===== src/rtl/if_fetch_unit_if.sv =====
// Instruction-memory port between the IF fetch unit (master) and the
// instruction memory (slave): in-order valid/ready requests, and responses
// that always return in order with no backpressure.
interface if_fetch_unit_if #(
  parameter int XLEN = 32
);
  logic            imem_req_valid;
  logic            imem_req_ready;
  logic [XLEN-1:0] imem_req_addr;
  logic            imem_rsp_valid;
  logic [XLEN-1:0] imem_rsp_data;

  modport master (
    output imem_req_valid,
    output imem_req_addr,
    input  imem_req_ready,
    input  imem_rsp_valid,
    input  imem_rsp_data
  );

  modport slave (
    input  imem_req_valid,
    input  imem_req_addr,
    output imem_req_ready,
    output imem_rsp_valid,
    output imem_rsp_data
  );
endinterface


===== src/rtl/if_fetch_unit.sv =====
// IF-stage fetch unit. Holds the PC, issues in-order fetches and buffers up
// to two returned instructions for IF/ID. It honours the hazard-unit stall
// (pc_en_if) and ID-stage branch redirects; responses that are still in
// flight at a redirect are drained and thrown away.
// Optional build macro FETCH_PERF_EN adds stall/drop performance counters.
module if_fetch_unit #(
  parameter int              XLEN      = 32,
  parameter logic [XLEN-1:0] RESET_PC  = '0,
  parameter int              BUF_DEPTH = 2
) (
  input  logic              clk,
  input  logic              rst_n,
  if_fetch_unit_if.master   imem,
  input  logic              pc_en_if,
  input  logic              redirect_valid,
  input  logic [XLEN-1:0]   redirect_pc,
  output logic              inst_valid_IF,
  output logic [XLEN-1:0]   inst_IF,
  output logic [XLEN-1:0]   pc_IF
`ifdef FETCH_PERF_EN
  ,
  output logic [31:0]       perf_stall_cnt,
  output logic [31:0]       perf_drop_cnt
`endif
);

  typedef enum logic [1:0] {S_IDLE, S_RUN, S_DRAIN} state_t;

  // Buffered entries plus outstanding requests may never exceed this.
  localparam logic [2:0] DEPTH3 = 3'(BUF_DEPTH);

  state_t          state_q, state_d;
  logic [XLEN-1:0] fetch_pc_q, fetch_pc_d;
  logic [1:0]      out_q, out_d;
  logic [1:0]      drop_q, drop_d;
  logic [1:0]      buf_cnt_q, buf_cnt_d;
  logic [1:0]      pcq_cnt_q, pcq_cnt_d;
  logic [XLEN-1:0] buf_pc_q [2];
  logic [XLEN-1:0] buf_pc_d [2];
  logic [XLEN-1:0] buf_inst_q [2];
  logic [XLEN-1:0] buf_inst_d [2];
  logic [XLEN-1:0] pcq_q [2];
  logic [XLEN-1:0] pcq_d [2];
  logic            req_valid_q, req_valid_d;
  logic [XLEN-1:0] req_addr_q, req_addr_d;
  logic [1:0]      buf_idx, pcq_idx;

  logic hs, rsp, redir, pop, push, discard;

  assign hs      = req_valid_q && imem.imem_req_ready;
  assign rsp     = imem.imem_rsp_valid;
  assign redir   = redirect_valid && (state_q != S_IDLE);
  assign pop     = (buf_cnt_q != 2'd0) && pc_en_if && !redir;
  assign push    = rsp && (state_q == S_RUN) && !redir;
  assign discard = rsp && ((state_q == S_DRAIN) || redir);

  assign imem.imem_req_valid = req_valid_q;
  assign imem.imem_req_addr  = req_addr_q;
  assign inst_valid_IF       = (buf_cnt_q != 2'd0);
  assign inst_IF             = buf_inst_q[0];
  assign pc_IF               = buf_pc_q[0];

  // Next-state: PC, request/drop accounting, pc queue, instruction buffer, FSM.
  always_comb begin
    state_d    = state_q;
    fetch_pc_d = fetch_pc_q;
    drop_d     = drop_q;
    for (int i = 0; i < 2; i++) begin
      buf_pc_d[i]   = buf_pc_q[i];
      buf_inst_d[i] = buf_inst_q[i];
      pcq_d[i]      = pcq_q[i];
    end

    out_d = out_q + {1'b0, hs} - {1'b0, rsp};
    if (hs) fetch_pc_d = fetch_pc_q + XLEN'(4);

    // pc queue: head retires with each kept response, tail takes each issued PC
    if (push) pcq_d[0] = pcq_q[1];
    pcq_idx = pcq_cnt_q - {1'b0, push};
    if (hs) begin
      if (pcq_idx == 2'd0) pcq_d[0] = fetch_pc_q;
      else                 pcq_d[1] = fetch_pc_q;
    end
    pcq_cnt_d = pcq_idx + {1'b0, hs};

    // instruction buffer: shift on pop, then append the response behind it
    if (pop) begin
      buf_pc_d[0]   = buf_pc_q[1];
      buf_inst_d[0] = buf_inst_q[1];
    end
    buf_idx = buf_cnt_q - {1'b0, pop};
    if (push) begin
      if (buf_idx == 2'd0) begin
        buf_pc_d[0]   = pcq_q[0];
        buf_inst_d[0] = imem.imem_rsp_data;
      end else begin
        buf_pc_d[1]   = pcq_q[0];
        buf_inst_d[1] = imem.imem_rsp_data;
      end
    end
    buf_cnt_d = buf_idx + {1'b0, push};

    case (state_q)
      S_IDLE:  state_d = S_RUN;
      S_RUN:   state_d = S_RUN;
      S_DRAIN: begin
        if (rsp) begin
          drop_d = drop_q - 2'd1;
          if (drop_q == 2'd1) state_d = S_RUN;
        end
      end
      default: state_d = S_IDLE;
    endcase

    // Everything still outstanding after this cycle is stale once we redirect.
    if (redir) begin
      fetch_pc_d = redirect_pc;
      buf_cnt_d  = 2'd0;
      pcq_cnt_d  = 2'd0;
      drop_d     = out_d;
      state_d    = (out_d != 2'd0) ? S_DRAIN : S_RUN;
    end

    // Request outputs are registered from next state so they hold until ready.
    req_valid_d = (state_d == S_RUN) && (({1'b0, buf_cnt_d} + {1'b0, out_d}) < DEPTH3);
    req_addr_d  = req_valid_d ? fetch_pc_d : '0;
  end

  // State and datapath registers.
  always_ff @(posedge clk or negedge rst_n) begin
    if (!rst_n) begin
      state_q     <= S_IDLE;
      fetch_pc_q  <= RESET_PC;
      out_q       <= 2'd0;
      drop_q      <= 2'd0;
      buf_cnt_q   <= 2'd0;
      pcq_cnt_q   <= 2'd0;
      req_valid_q <= 1'b0;
      req_addr_q  <= '0;
      for (int i = 0; i < 2; i++) begin
        buf_pc_q[i]   <= '0;
        buf_inst_q[i] <= '0;
        pcq_q[i]      <= '0;
      end
    end else begin
      state_q     <= state_d;
      fetch_pc_q  <= fetch_pc_d;
      out_q       <= out_d;
      drop_q      <= drop_d;
      buf_cnt_q   <= buf_cnt_d;
      pcq_cnt_q   <= pcq_cnt_d;
      req_valid_q <= req_valid_d;
      req_addr_q  <= req_addr_d;
      for (int i = 0; i < 2; i++) begin
        buf_pc_q[i]   <= buf_pc_d[i];
        buf_inst_q[i] <= buf_inst_d[i];
        pcq_q[i]      <= pcq_d[i];
      end
    end
  end

`ifdef FETCH_PERF_EN
  logic [31:0] stall_cnt_q, stall_cnt_d;
  logic [31:0] drop_cnt_q, drop_cnt_d;

  // Saturating stall and discarded-response counters.
  always_comb begin
    stall_cnt_d = stall_cnt_q;
    drop_cnt_d  = drop_cnt_q;
    if (inst_valid_IF && !pc_en_if && (stall_cnt_q != 32'hFFFF_FFFF))
      stall_cnt_d = stall_cnt_q + 32'd1;
    if (discard && (drop_cnt_q != 32'hFFFF_FFFF))
      drop_cnt_d = drop_cnt_q + 32'd1;
  end

  // Counter registers.
  always_ff @(posedge clk or negedge rst_n) begin
    if (!rst_n) begin
      stall_cnt_q <= 32'd0;
      drop_cnt_q  <= 32'd0;
    end else begin
      stall_cnt_q <= stall_cnt_d;
      drop_cnt_q  <= drop_cnt_d;
    end
  end

  assign perf_stall_cnt = stall_cnt_q;
  assign perf_drop_cnt  = drop_cnt_q;
`else
  logic unused_discard;
  assign unused_discard = discard;
`endif

endmodule


===== src/flat_wrapper.sv =====
// flat-port wrapper written by rule: the top's interface ports become plain ports
module if_fetch_unit_flat 
#(
  parameter int              XLEN      = 32,
  parameter logic [XLEN-1:0] RESET_PC  = '0,
  parameter int              BUF_DEPTH = 2
)
  (clk, rst_n, pc_en_if, redirect_valid, redirect_pc, inst_valid_IF, inst_IF, pc_IF, imem_imem_req_valid, imem_imem_req_addr, imem_imem_req_ready, imem_imem_rsp_valid, imem_imem_rsp_data);
  if_fetch_unit_if #(.XLEN(XLEN)) imem_i ();
  input  logic clk;
  input  logic rst_n;
  input  logic pc_en_if;
  input  logic redirect_valid;
  input  logic [XLEN-1:0] redirect_pc;
  output logic inst_valid_IF;
  output logic [XLEN-1:0] inst_IF;
  output logic [XLEN-1:0] pc_IF;
  output wire logic [$bits(imem_i.imem_req_valid)-1:0] imem_imem_req_valid;
  output wire logic [$bits(imem_i.imem_req_addr)-1:0] imem_imem_req_addr;
  input wire logic [$bits(imem_i.imem_req_ready)-1:0] imem_imem_req_ready;
  input wire logic [$bits(imem_i.imem_rsp_valid)-1:0] imem_imem_rsp_valid;
  input wire logic [$bits(imem_i.imem_rsp_data)-1:0] imem_imem_rsp_data;
  assign imem_imem_req_valid = imem_i.imem_req_valid;
  assign imem_imem_req_addr = imem_i.imem_req_addr;
  assign imem_i.imem_req_ready = imem_imem_req_ready;
  assign imem_i.imem_rsp_valid = imem_imem_rsp_valid;
  assign imem_i.imem_rsp_data = imem_imem_rsp_data;
  if_fetch_unit #(.XLEN(XLEN), .RESET_PC(RESET_PC), .BUF_DEPTH(BUF_DEPTH)) u_core (.clk(clk), .rst_n(rst_n), .imem(imem_i), .pc_en_if(pc_en_if), .redirect_valid(redirect_valid), .redirect_pc(redirect_pc), .inst_valid_IF(inst_valid_IF), .inst_IF(inst_IF), .pc_IF(pc_IF));
endmodule

===== config.mk =====
export PLATFORM = sky130hd
export DESIGN_NAME = if_fetch_unit_flat
export DESIGN_NICKNAME = d
export VERILOG_FILES = /design/src/rtl/if_fetch_unit_if.sv /design/src/rtl/if_fetch_unit.sv /design/src/flat_wrapper.sv
export SDC_FILE = /design/constraint.sdc
export NUM_CORES = 1
export LEC_CHECK = 0
export ABC_AREA = 1
export CAP_MARGIN = 20
export CORE_ASPECT_RATIO = 1.5
export CORE_MARGIN = 4
export CORE_UTILIZATION = 59
export DETAILED_ROUTE_END_ITERATION = 10
export PLACE_DENSITY = 0.91
export SETUP_SLACK_MARGIN = 0.02
export SLEW_MARGIN = 10
export SYNTH_ARGS = -nofsm -noshare
export SYNTH_HDL_FRONTEND = slang
export SYNTH_SLANG_ARGS = --single-unit

===== constraint.sdc =====
create_clock -name clk -period 5.7 [get_ports clk]
set_clock_uncertainty 0.1 [all_clocks]
set_input_delay 0.57 -clock clk [delete_from_list [all_inputs] [get_ports clk]]
set_output_delay 0.57 -clock clk [all_outputs]
set_load 0.1 [all_outputs]

==> results.md <==
- For this design, the slowest cell found on the critical path is clkdlybuf4s50_1.
- The logic depth of the worst setup path including buffers is 13.
- The average instance area after synthesis is approximately 8.7 um^2.
- The reg2reg setup slack is approximately 2.4 ns.
- For this run, the detailed router's first-pass iteration total came to 6.
- The floorplan step defined a core boundary enclosing ~20000 um^2.
- The top flip-flop cell by instance count after synthesis is dfrtp_1.
- Among cell families on the critical path, the largest total delay comes from buffers and inverters.
- The total standard cell area after synthesis is 12000 um^2.
- In this run the tool buffered the top-level ports with roughly 170 buffer cells.
- The max-slew violation count is 0.
- The global-route total usage across every layer is 0.246.
- The deepest clock path buffer count is 3.
- 0 antenna diodes ended up in the layout.
- The number of global-route vias before repair was around 9400.
- In this run the worst setup path terminates at u_core.imem.imem_req_addr[12].
- The worst-skew pair later-pin latency is between 0.5 and 0.6 ns.
- The total DRC errors in the routed layout is 0.
- The worst setup path is of the input pin to register kind.
- For this run, the post-layout net count is around 1500.
- Traced cell by cell, the critical path runs through clkdlybuf4s50_1 > inv_1 > nand4_1 > buf_4 > inv_2 > ha_1 > nand2_1 > nor3b_1 > fa_1 > nor2_1 > nand3_1 > buf_4 > a21oi_1.
- In this run the tightest slew margin relative to its limit is 0.305.
- The post-synthesis sequential area ratio is 0.557.
- For this block, the via count after detailed routing is between 9000 and 10000.
- The average vias per placed instance is 5.52.
- The synthesis warning total is 0.
- The TritonCTS clock tree is yes.
- The logic depth of the worst register-to-register path is 12.
- The final hold violation count is 0.
- The post-route antenna net violation count is 0.
- The largest area contributor in the synthesized netlist is dfrtp_1.
- The count of hold buffers inserted by post-cts repair is 0.
- The cell occurring most often along the worst timing path is buf_4.
- The fraction of layout cells with a size suffix above 1 is 0.0627.
- The starting utilization of the core area is 0.604.
- The required time of the critical path is between 6 and 7 ns.
- The fraction of registers with async set or reset after synthesis is 1.00.
- The buffer and inverter count on the worst path is 5.
- CTS saw 267 sinks.
- Summed over all layers, the global routing overflow is 0.
- The arrival time of the worst setup path is about 3.8 ns.
- The critical path starts at redirect_valid.
- Of the post-synthesis cell area, the dominant cell type holds 0.557.
- The routed length per instance is approximately 16 um.
- The start of the worst register-to-register path is u_core.state_q[1].
- Of all nets on the critical path, the largest fanout is 39.
- The type of origin of the critical path is an input pin.
- The die boundary height is ~180 um.
- The die outline area is between 20000 and 25000 um^2.
- The pin slew with the least headroom to its limit is around 1.0 ns.
- The final number of setup-violating endpoints is 0.
- The initialized floorplan defines 63 standard-cell rows.
- The number of violations of the max-capacitance limit is 0.
- The number of distinct library cell variants in the gate-level netlist after synthesis is 31.
- Timing would allow up to 287 MHz.
- Routability-driven placement finished with a final weighted congestion of between 0.8 and 0.9.
- STA classifies the critical path endpoint as a register.
- Setup repair after global routing left no endpoint under its margin.
- The count of flip-flops with a built-in enable after synthesis is 0.
- The number of antenna violations at the first check in global routing was 0.
- When the netlist entered floorplanning its net count stood at around 1500.
- In this design, the stage delay of the slowest critical-path cell is about 0.55 ns.
- The root buffer cell is clkbuf_16.
- The horizontal extent of the die is ~120 um.
- The aggregate routed wire length is ~28000 um.
- The wire-length estimate of the detail-placed layout is about 18000 um.
- In the synthesized netlist, the number of instances is 1377.
- The maximum number of pins on one net before global-route repair is about 140.
- The run finished with clean final reports.
- The number of synthesized register bits is around 270.
- In this run, CTS created clock tree buffers numbering 25.
- CTS built an H-tree with a depth of 1.
- The first global-routing pass estimated roughly 47000 um of wire.
- The total negative slack for setup checks is 0 ns.
- The violation count after the first detailed-route iteration is roughly 810.
- For this design the top-level I/O count stands at 168.
- The synthesis-to-layout area growth is 18.9%.
- The number of post-CTS setup repair buffers is 0.
- By area the synthesized netlist is led by dfrtp_1, nand2_1, o21ai_0.
- Of the available clock period, the critical path in the final layout requires 0.612.
- The routed design could run at a clock period as short as around 3.5 ns.
- The worst hold path belongs to the class input pin to async pin.
- The endpoint of the most critical register-to-register path is u_core.imem.imem_req_addr[12].
- The clock-pin slew on the worst setup and hold paths is 0.06 ns.
- After clock tree synthesis, the repair step resized 0 gates.
how the worst min path moves through the flow:
stage                        from                   to  cells past startpoint
3_5_place_dp     u_core.pcq_q[24]     u_core.pcq_q[24]                      2
3_3_place_gp   u_core.buf_pc_q[8]   u_core.buf_pc_q[8]                      2
4_1_cts                     rst_n      u_core.out_q[0]                      1
6_report                    rst_n    u_core.state_q[1]                      1
2_1_floorplan               rst_n  u_core.buf_cnt_q[0]                      0
5_1_grt                     rst_n    u_core.state_q[1]                      1
state kept, by name, summed over array words and instances, names as in the netlist:
name and cells:
u_core.pcq_q 64, u_core.buf_inst_q 32, u_core.buf_pc_q 32, u_core.fetch_pc_q 32, u_core.imem.imem_req_addr 32, u_core.inst_IF 32
u_core.pc_IF 32, u_core.buf_cnt_q 2, u_core.drop_q 2, u_core.out_q 2, u_core.pcq_cnt_q 2, u_core.state_q 2
u_core.imem.imem_req_valid 1
synthesized netlist by cell type, types with 3 or more instances:
library cell,count
nand2_1,322
dfrtp_1,267
inv_2,3
nor3_1,7
a21oi_1,14
or2_2,6
o211ai_1,19
inv_1,143
buf_4,67
o22ai_1,26
nand3_1,43
buf_2,32
o21ai_0,178
xnor2_1,3
nand4_1,12
a31oi_1,40
ha_1,8
clkbuf_1,31
nor2_1,122
mux2_2,15
o21ai_1,3
xor2_1,4
cell usage in the layout, fill, tap and decap left out, drive strengths merged, types with 7 or more instances in the layout:
| master | instances |
|---|---|
| nor2 | 125 |
| dfrtp | 267 |
| o21ai | 181 |
| o211ai | 19 |
| o22ai | 26 |
| buf | 14 |
| a31oi | 40 |
| nand4 | 12 |
| clkbuf | 30 |
| mux2 | 15 |
| inv | 147 |
| nand3 | 43 |
| nor3 | 7 |
| a21oi | 14 |
| clkdlybuf4s50 | 166 |
| ha | 8 |
| nand2 | 323 |
kinds of logic (layout without fill, tap and decap cells):
group / Yosys count / count (layout) / synth area share
buffers and inverters: 280 / 370 / 0.113
xor gates and xnor gates: 7 / 7 / 0.00511
adders and majority gates: 9 / 9 / 0.0100
DFF: 267 / 267 / 0.557
and+or+nand+nor: 519 / 519 / 0.173
muxes: 15 / 15 / 0.0141
AOI/OAI and AO/OA: 280 / 280 / 0.128
per-stage QoR:
| step | hold slack [ns] | cells | utilization | instance area (um^2) | setup WS (ns) |
|---|---|---|---|---|---|
| 4_1_cts | 0.140 | 1726 | 0.717 | 14200 | 1.90 |
| 3_3_place_gp | 0.365 | 1682 | 0.672 | 13300 | 1.66 |
| 3_5_place_dp | 0.373 | 1682 | 0.672 | 13300 | 1.46 |
| 2_1_floorplan | 0.174 | 1377 | - | 12000 | 2.15 |
| 6_report | 0.0970 | 1727 | 0.718 | 14300 | 2.21 |
| 5_1_grt | 0.185 | 1727 | 0.718 | 14300 | 1.93 |
layout make-up:
cell class,count,area (um^2)
flip-flops and latches,267,6680
fillers,1404,5590
multi-input cells,830,4000
repair buffers,180,1810
clock buffers,30,694
inverters,146,548
well taps,260,325
clock inverters,14,208
layer usage:
layer / global-route usage / part of all wire / vias up
met5: 0 / 0 / -
met4: 0.0636 / 0.019 / 0
met3: 0.0322 / 0.053 / 42
met2: 0.437 / 0.51 / 368
met1: 0.321 / 0.42 / 4589
li1: - / - / 4526
Power is not shown: default switching activity piles up to over one toggle a cycle in this logic, so the estimate is an artifact.
